--- config.mk ---
export PLATFORM = sky130hd
export DESIGN_NAME = cordic_mag_phase
export DESIGN_NICKNAME = d
export VERILOG_FILES = /design/src/rtl/cordic_mag_phase.sv
export SDC_FILE = /design/constraint.sdc
export NUM_CORES = 2
export LEC_CHECK = 0
export BUFFER_PORTS_ARGS = -buffer_cell sky130_fd_sc_hd__buf_2
export CORE_ASPECT_RATIO = 0.5
export CORE_MARGIN = 1.5
export CORE_UTILIZATION = 60
export DETAILED_ROUTE_END_ITERATION = 10
export PLACE_DENSITY = 0.75
export SLEW_MARGIN = 10
export SYNTH_ARGS = -nofsm -noshare
export SYNTH_HDL_FRONTEND = slang
export SYNTH_SLANG_ARGS = --single-unit
--- constraint.sdc ---
create_clock -name clk -period 7.3 [get_ports clk]
set_input_delay 1.46 -clock clk [delete_from_list [all_inputs] [get_ports clk]]
set_output_delay 1.46 -clock clk [all_outputs]
set_load 0.01 [all_outputs]
--- src/rtl/cordic_mag_phase.sv ---
// Streaming IQ-to-polar converter: quadrant fold, STAGES vectoring CORDIC iterations,
// then gain correction and saturation. All stages advance together on a shared enable.
module cordic_mag_phase #(
   parameter int WIDTH  = 16,
   parameter int STAGES = 14
) (
   input  logic               clk,
   input  logic               reset,
   input  logic               clear,
   input  logic [2*WIDTH-1:0] i_tdata,
   input  logic               i_tlast,
   input  logic               i_tvalid,
   output logic               i_tready,
   output logic [2*WIDTH-1:0] o_tdata,
   output logic               o_tlast,
   output logic               o_tvalid,
   input  logic               o_tready
);

   localparam int XW = WIDTH + 2;
   localparam int PW = XW + 17;
   localparam logic signed [16:0]   GAIN = 17'sd19899;
   localparam logic signed [XW-1:0] Z_PI = {2'b00, 1'b1, {(WIDTH-1){1'b0}}};

   // atan(2^-k) with pi = 2^15, rescaled to pi = 2^(WIDTH-1)
   function automatic logic signed [XW-1:0] atan_lut(input int k);
      logic [15:0] t;
      logic [63:0] w;
      case (k)
         0:       t = 16'd8192;
         1:       t = 16'd4836;
         2:       t = 16'd2555;
         3:       t = 16'd1297;
         4:       t = 16'd651;
         5:       t = 16'd326;
         6:       t = 16'd163;
         7:       t = 16'd81;
         8:       t = 16'd41;
         9:       t = 16'd20;
         10:      t = 16'd10;
         11:      t = 16'd5;
         12:      t = 16'd3;
         13:      t = 16'd1;
         14:      t = 16'd1;
         default: t = 16'd0;
      endcase
      w = (64'(t) << WIDTH) >> 16;
      return w[XW-1:0];
   endfunction

   logic                 en;
   logic signed [XW-1:0] i_ext;
   logic signed [XW-1:0] q_ext;
   logic signed [XW-1:0] x_q [0:STAGES];
   logic signed [XW-1:0] y_q [0:STAGES];
   logic signed [XW-1:0] z_q [0:STAGES];
   logic [STAGES:0]      v_q;
   logic [STAGES:0]      l_q;
   logic signed [PW-1:0] prod;
   logic signed [PW-1:0] mag_full;
   logic [WIDTH-1:0]     mag;

   assign en       = o_tready | ~o_tvalid;
   assign i_tready = en;
   assign i_ext    = {{2{i_tdata[2*WIDTH-1]}}, i_tdata[2*WIDTH-1:WIDTH]};
   assign q_ext    = {{2{i_tdata[WIDTH-1]}}, i_tdata[WIDTH-1:0]};

   always_ff @(posedge clk) begin
      if (reset || clear) begin
         v_q      <= '0;
         l_q      <= '0;
         o_tvalid <= 1'b0;
         o_tlast  <= 1'b0;
      end else if (en) begin
         v_q      <= {v_q[STAGES-1:0], i_tvalid};
         l_q      <= {l_q[STAGES-1:0], i_tvalid & i_tlast};
         o_tvalid <= v_q[STAGES];
         o_tlast  <= l_q[STAGES];
      end
   end

   // Left half-plane inputs are rotated by pi so the iterations only ever see x >= 0.
   always_ff @(posedge clk) begin
      if (en) begin
         if (i_tvalid) begin
            if (i_ext[XW-1]) begin
               x_q[0] <= -i_ext;
               y_q[0] <= -q_ext;
               z_q[0] <= q_ext[XW-1] ? -Z_PI : Z_PI;
            end else begin
               x_q[0] <= i_ext;
               y_q[0] <= q_ext;
               z_q[0] <= '0;
            end
         end
         for (int k = 0; k < STAGES; k++) begin
            if (!y_q[k][XW-1]) begin
               x_q[k+1] <= x_q[k] + (y_q[k] >>> k);
               y_q[k+1] <= y_q[k] - (x_q[k] >>> k);
               z_q[k+1] <= z_q[k] + atan_lut(k);
            end else begin
               x_q[k+1] <= x_q[k] - (y_q[k] >>> k);
               y_q[k+1] <= y_q[k] + (x_q[k] >>> k);
               z_q[k+1] <= z_q[k] - atan_lut(k);
            end
         end
      end
   end

   assign prod     = PW'(x_q[STAGES]) * PW'(GAIN);
   assign mag_full = prod >>> 15;

   always_comb begin
      mag = mag_full[WIDTH-1:0];
      if (mag_full[PW-1]) begin
         mag = '0;
      end else if (|mag_full[PW-2:WIDTH-1]) begin
         mag = {1'b0, {(WIDTH-1){1'b1}}};
      end
   end

   // Phase keeps only the low WIDTH bits, so +pi wraps onto -pi.
   always_ff @(posedge clk) begin
      if (reset) begin
         o_tdata <= '0;
      end else if (en && v_q[STAGES]) begin
         o_tdata <= {mag, z_q[STAGES][WIDTH-1:0]};
      end
   end

endmodule

==> results.txt <==
- The cell area that synthesis handed to floorplanning was ~64000 µm².
- The via count of the first global-routing pass was around 47k.
- Sequential fraction of the synthesis area: 34.7%
- In this run, synthesis produced a sequential element count of between 700 and 800.
* Reg-to-reg startpoint: x_q[1][122]
* Critical path origin: x_q[1][122]
- Data arrival time of the critical path: 7.03 ns
* Pre-antenna DRT Iters: 6
- Fill cell instance count of the final layout: between 8k and 9k
- STA classifies the critical path endpoint as a register.
- The clock passes through at most 3 buffers.
- Yosys mapped a number of flops with a built-in enable equal to about 690.
- Compound-cell area share of the yosys netlist: about 16%
* Actual slew at the worst max-slew pin: around 1.2 ns
* Number of CTS-inserted buffers: 77
- Counting every sink on the clock net gives approximately 760.
- STA puts the critical path data required time at between 7 and 8 ns.
* Initial detailed-routing violation count: ~3k
- Run status: finished, final reports clean
* Multiplexer fraction of the synthesized cell area: less than 1%
- Path type of the worst min-delay path: register to register
- The final critical path takes up about nine tenths of the cycle.
- The slowest stage of the critical path belongs to the cell sky130_fd_sc_hd__fa_1.
- After Yosys synthesis, full adders, half adders and majority gates account for between 20% and 30% of the synthesized area.
- Post-synth top flop: sky130_fd_sc_hd__edfxtp_1
* Final routed DRC violation total: 0
- Setup total negative slack: 0 ns
* Crit Reg-Reg Endpoint: o_tdata[24]
- The first global-routing pass estimated 234000 µm of wire.
* Total Routing Usage GR: between 20% and 30%
* Placeable core region: roughly 110000 µm²
- For this run, the top clock speed supported by timing is between 0.15 and 0.2 GHz.
- After Yosys synthesis, XOR and XNOR cells account for between 10% and 20% of the synthesized area.
- For the finished layout, the period the worst path requires is approximately 6.5 ns.
- Critical Path Start Type: register
- Setup clock skew after layout: 0.0347 ns
* Overall die area: ~110000 µm²
- Slowest cell delay on critical path: 0.58 ns
- The worst register-to-register path has a setup slack of 0.83 ns.
- Clock-pin slew was measured on the worst setup and hold paths at roughly 0.060 ns.
- After floorplanning, the core was divided into 84 placement rows.
* TritonCTS clock tree: yes
- Hold depth: 0
* Proportion of layout cells with a drive suffix above 1: about 4.7%
- Hold is met by about 0.43 ns.
* Post-detailed-route via-to-cell ratio: ~6
* Leftover overflow at the end of global routing: 0
* Capture endpoint of the worst hold path: z_q[10][1]
* # H-tree levels: 3
- Insertion delay of the later-clocked pin in the worst-skew pair: roughly 0.68 ns
* Number of antenna repair diodes: 0
* Crit path cell chain: ha_1 > inv_1 > fa_1 > inv_1 > fa_1 > fa_1 > fa_1 > inv_1 > fa_1 > inv_1 > ha_1 > nand2_1 > nand2b_1 > a21o_1 > a221oi_1 > a211oi_2 > nor2_1 > mux2_2 > a21boi_2 > a221o_1
- Final setup slack of the worst path: ~0.83 ns
- In this run the count of I/O pins placed on the die edge is 73.
* Floorplan die width: between 400 and 500 µm
- Number of hold violations in the final report: 0
- In this run the tightest slew margin relative to its limit is slightly above 20%.
- The worst register-to-register path has a depth of 20.
* Warnings from Yosys: 0
- Post-CTS Hold Buffers: 0
- Synth unique cells: a little over 80
- Post-DP HPWL: around 120000 µm
* Main combinational cell family by area after synthesis: adder cells
* Die H: 233 µm
- Gate count after technology mapping: around 6.5k
- CTS Root Cell: sky130_fd_sc_hd__clkbuf_16
- Of the total synthesized cell area, the portion taken by AND, OR, NAND and NOR gates is roughly 12%.
- The initial antenna violation count is 0.
* Number of vias in the routed layout: between 40k and 50k
- Fraction of registers with async set or reset after synthesis: 0%
* Avg WL per Cell: roughly 18 µm
* Routability-driven placement congestion ratio: around 0.96
- The number of nets in the synthesized netlist is roughly 7.5k.
- Final routed wirelength across all metal layers: approximately 140000 µm
- Of all nets on the critical path, the largest fanout is 9.
- For this configuration, the core starts out at a cell density of 60.5%.
* Synth-to-layout area growth: 7.03%
- Number of max-cap violations: 0
- Number of buffers inserted by port buffering: 72
- The number of max-slew violations in the final report was 0.
- The finished cells cover ~70000 µm².
- Worst setup path class: register to register
* Count of endpoints failing setup in the final report: 0
- Number of antenna-violating nets in the routed design: 0
- Hold Crit Start: z_q[9][1]
- Entering global routing, the biggest net connects 52 pins.
- RSZ-0062 raised after global routing: false
- Dividing the synthesized area by the synthesized cell count gives ~10 µm².
- Most frequent cell on the critical path: sky130_fd_sc_hd__fa_1
- Area after DPL: between 60000 and 70000 µm²
- At the end of the flow, the number of nets in the layout was between 7k and 8k.
* Worst slack after detailed placement: ~0.81 ns
- Post-cts sizing count: 0
- The number of setup buffers added after CTS is 0.
==> registers in the layout, indices dropped and copies added, names as in the netlist <==
register	flops
o_tlast	1
o_tvalid	1
x_q	269
z_q	185
l_q	15
v_q	15
o_tdata	32
y_q	239
==> per-layer routing <==
metal | global-route usage, % | vias to the layer above | routed length [µm]
li1 | - | 23600 | -
met1 | 32.9 | 22600 | 62600
met2 | 47.7 | 1017 | 71400
met3 | 3.66 | 240 | 6130
met4 | 8.14 | 0 | 4080
met5 | 0 | - | 0
==> cell usage in the layout (no fill, tap or decap), drive strengths merged, types with 28 or more instances in the layout <==
cell type / synthesis / final
xor2: 230 / 230
nor2b: 101 / 101
dfxtp: 64 / 64
o41ai: 43 / 43
and2: 41 / 41
a21boi: 28 / 28
o21a: 42 / 42
ha: 809 / 809
a31oi: 41 / 41
fa: 171 / 171
nor4: 38 / 38
clkinv: 5 / 37
or2: 36 / 36
a21o: 206 / 206
or3: 82 / 82
o211ai: 34 / 34
o21ai: 329 / 329
a211oi: 62 / 62
nor2: 470 / 470
a21oi: 517 / 517
nand2b: 50 / 50
and3: 41 / 41
buf: 24 / 117
inv: 578 / 580
o21bai: 66 / 66
clkbuf: 80 / 95
o31ai: 49 / 49
xnor2: 577 / 577
edfxtp: 693 / 693
mux2i: 29 / 29
nand2: 451 / 451
nor3: 209 / 209
nand3: 76 / 76
==> per-stage QoR <==
step,cells,utilization [%]
final,8085,64.8
after global routing,8085,64.8
after CTS,8085,64.8
after detailed placement,7949,62.5
after global placement,7949,62.5
after floorplan,6517,-
==> cells in the mapped netlist (all sizes together) (13+ instances only) <==
library cell | count | area (µm²)
a2111oi | 16 | 146
a211o | 18 | 158
a211oi | 62 | 470
a21boi | 28 | 214
a21o | 206 | 1550
a21oi | 517 | 2590
a31o | 13 | 114
a31oi | 41 | 257
and2 | 41 | 257
and3 | 41 | 257
and4 | 20 | 175
buf | 24 | 97.6
clkbuf | 80 | 302
dfxtp | 64 | 1280
edfxtp | 693 | 20800
fa | 171 | 3420
ha | 809 | 10100
inv | 578 | 2170
mux2i | 29 | 290
nand2 | 451 | 1700
nand2b | 50 | 313
nand3 | 76 | 380
nand4 | 22 | 138
nor2 | 470 | 1760
nor2b | 101 | 632
nor3 | 209 | 1050
nor4 | 38 | 244
o211ai | 34 | 260
o21a | 42 | 315
o21ai | 329 | 1650
o21bai | 66 | 495
o31ai | 49 | 368
o41ai | 43 | 392
or2 | 36 | 225
or3 | 82 | 523
or4 | 18 | 139
xnor2 | 577 | 5050
xor2 | 230 | 2010
==> critical path, delay by kind of cell, from the launching register on <==
kind,cells,cell delay (ns)
multiplexers,1,0.44
adder cells (fa/ha/maj),7,3.38
buffers and inverters,4,0.26
flip-flops,1,0.57
AO/OA/AOI/OAI,5,1.33
AND/OR/NAND/NOR,3,0.37
==> worst max path at each step <==
stage,cells after the start,slack (ns),to
final,20,0.83,o_tdata[24]
after global routing,20,0.52,o_tdata[17]
after CTS,20,0.79,o_tdata[24]
after detailed placement,20,0.81,o_tdata[24]
after global placement,20,0.90,o_tdata[19]
after floorplan,20,1.14,o_tdata[17]
==> layout make-up <==
class	count	area (µm²)	area share [%]
tap	1419	1780	2.61
sequential	757	22100	32.4
multi-input combinational	5073	38900	57.2
clock inverter	41	338	0.496
inverter	583	2190	3.22
timing repair buffer	117	698	1.03
clock buffer	95	2050	3.01
==> kinds of logic (layout without fill, tap and decap cells) <==
kind of cell,Yosys count,count (layout)
AND/OR/NAND/NOR,1675,1675
AO/OA/AOI/OAI,1574,1574
adder cells (fa/ha/maj),980,980
XOR/XNOR,807,807
flip-flops,757,757
buffers and inverters,687,836
multiplexers,37,37
Power is left out: the tool's default activity adds up to more than one toggle a clock period on the data nets, which glitch-free logic cannot reach.
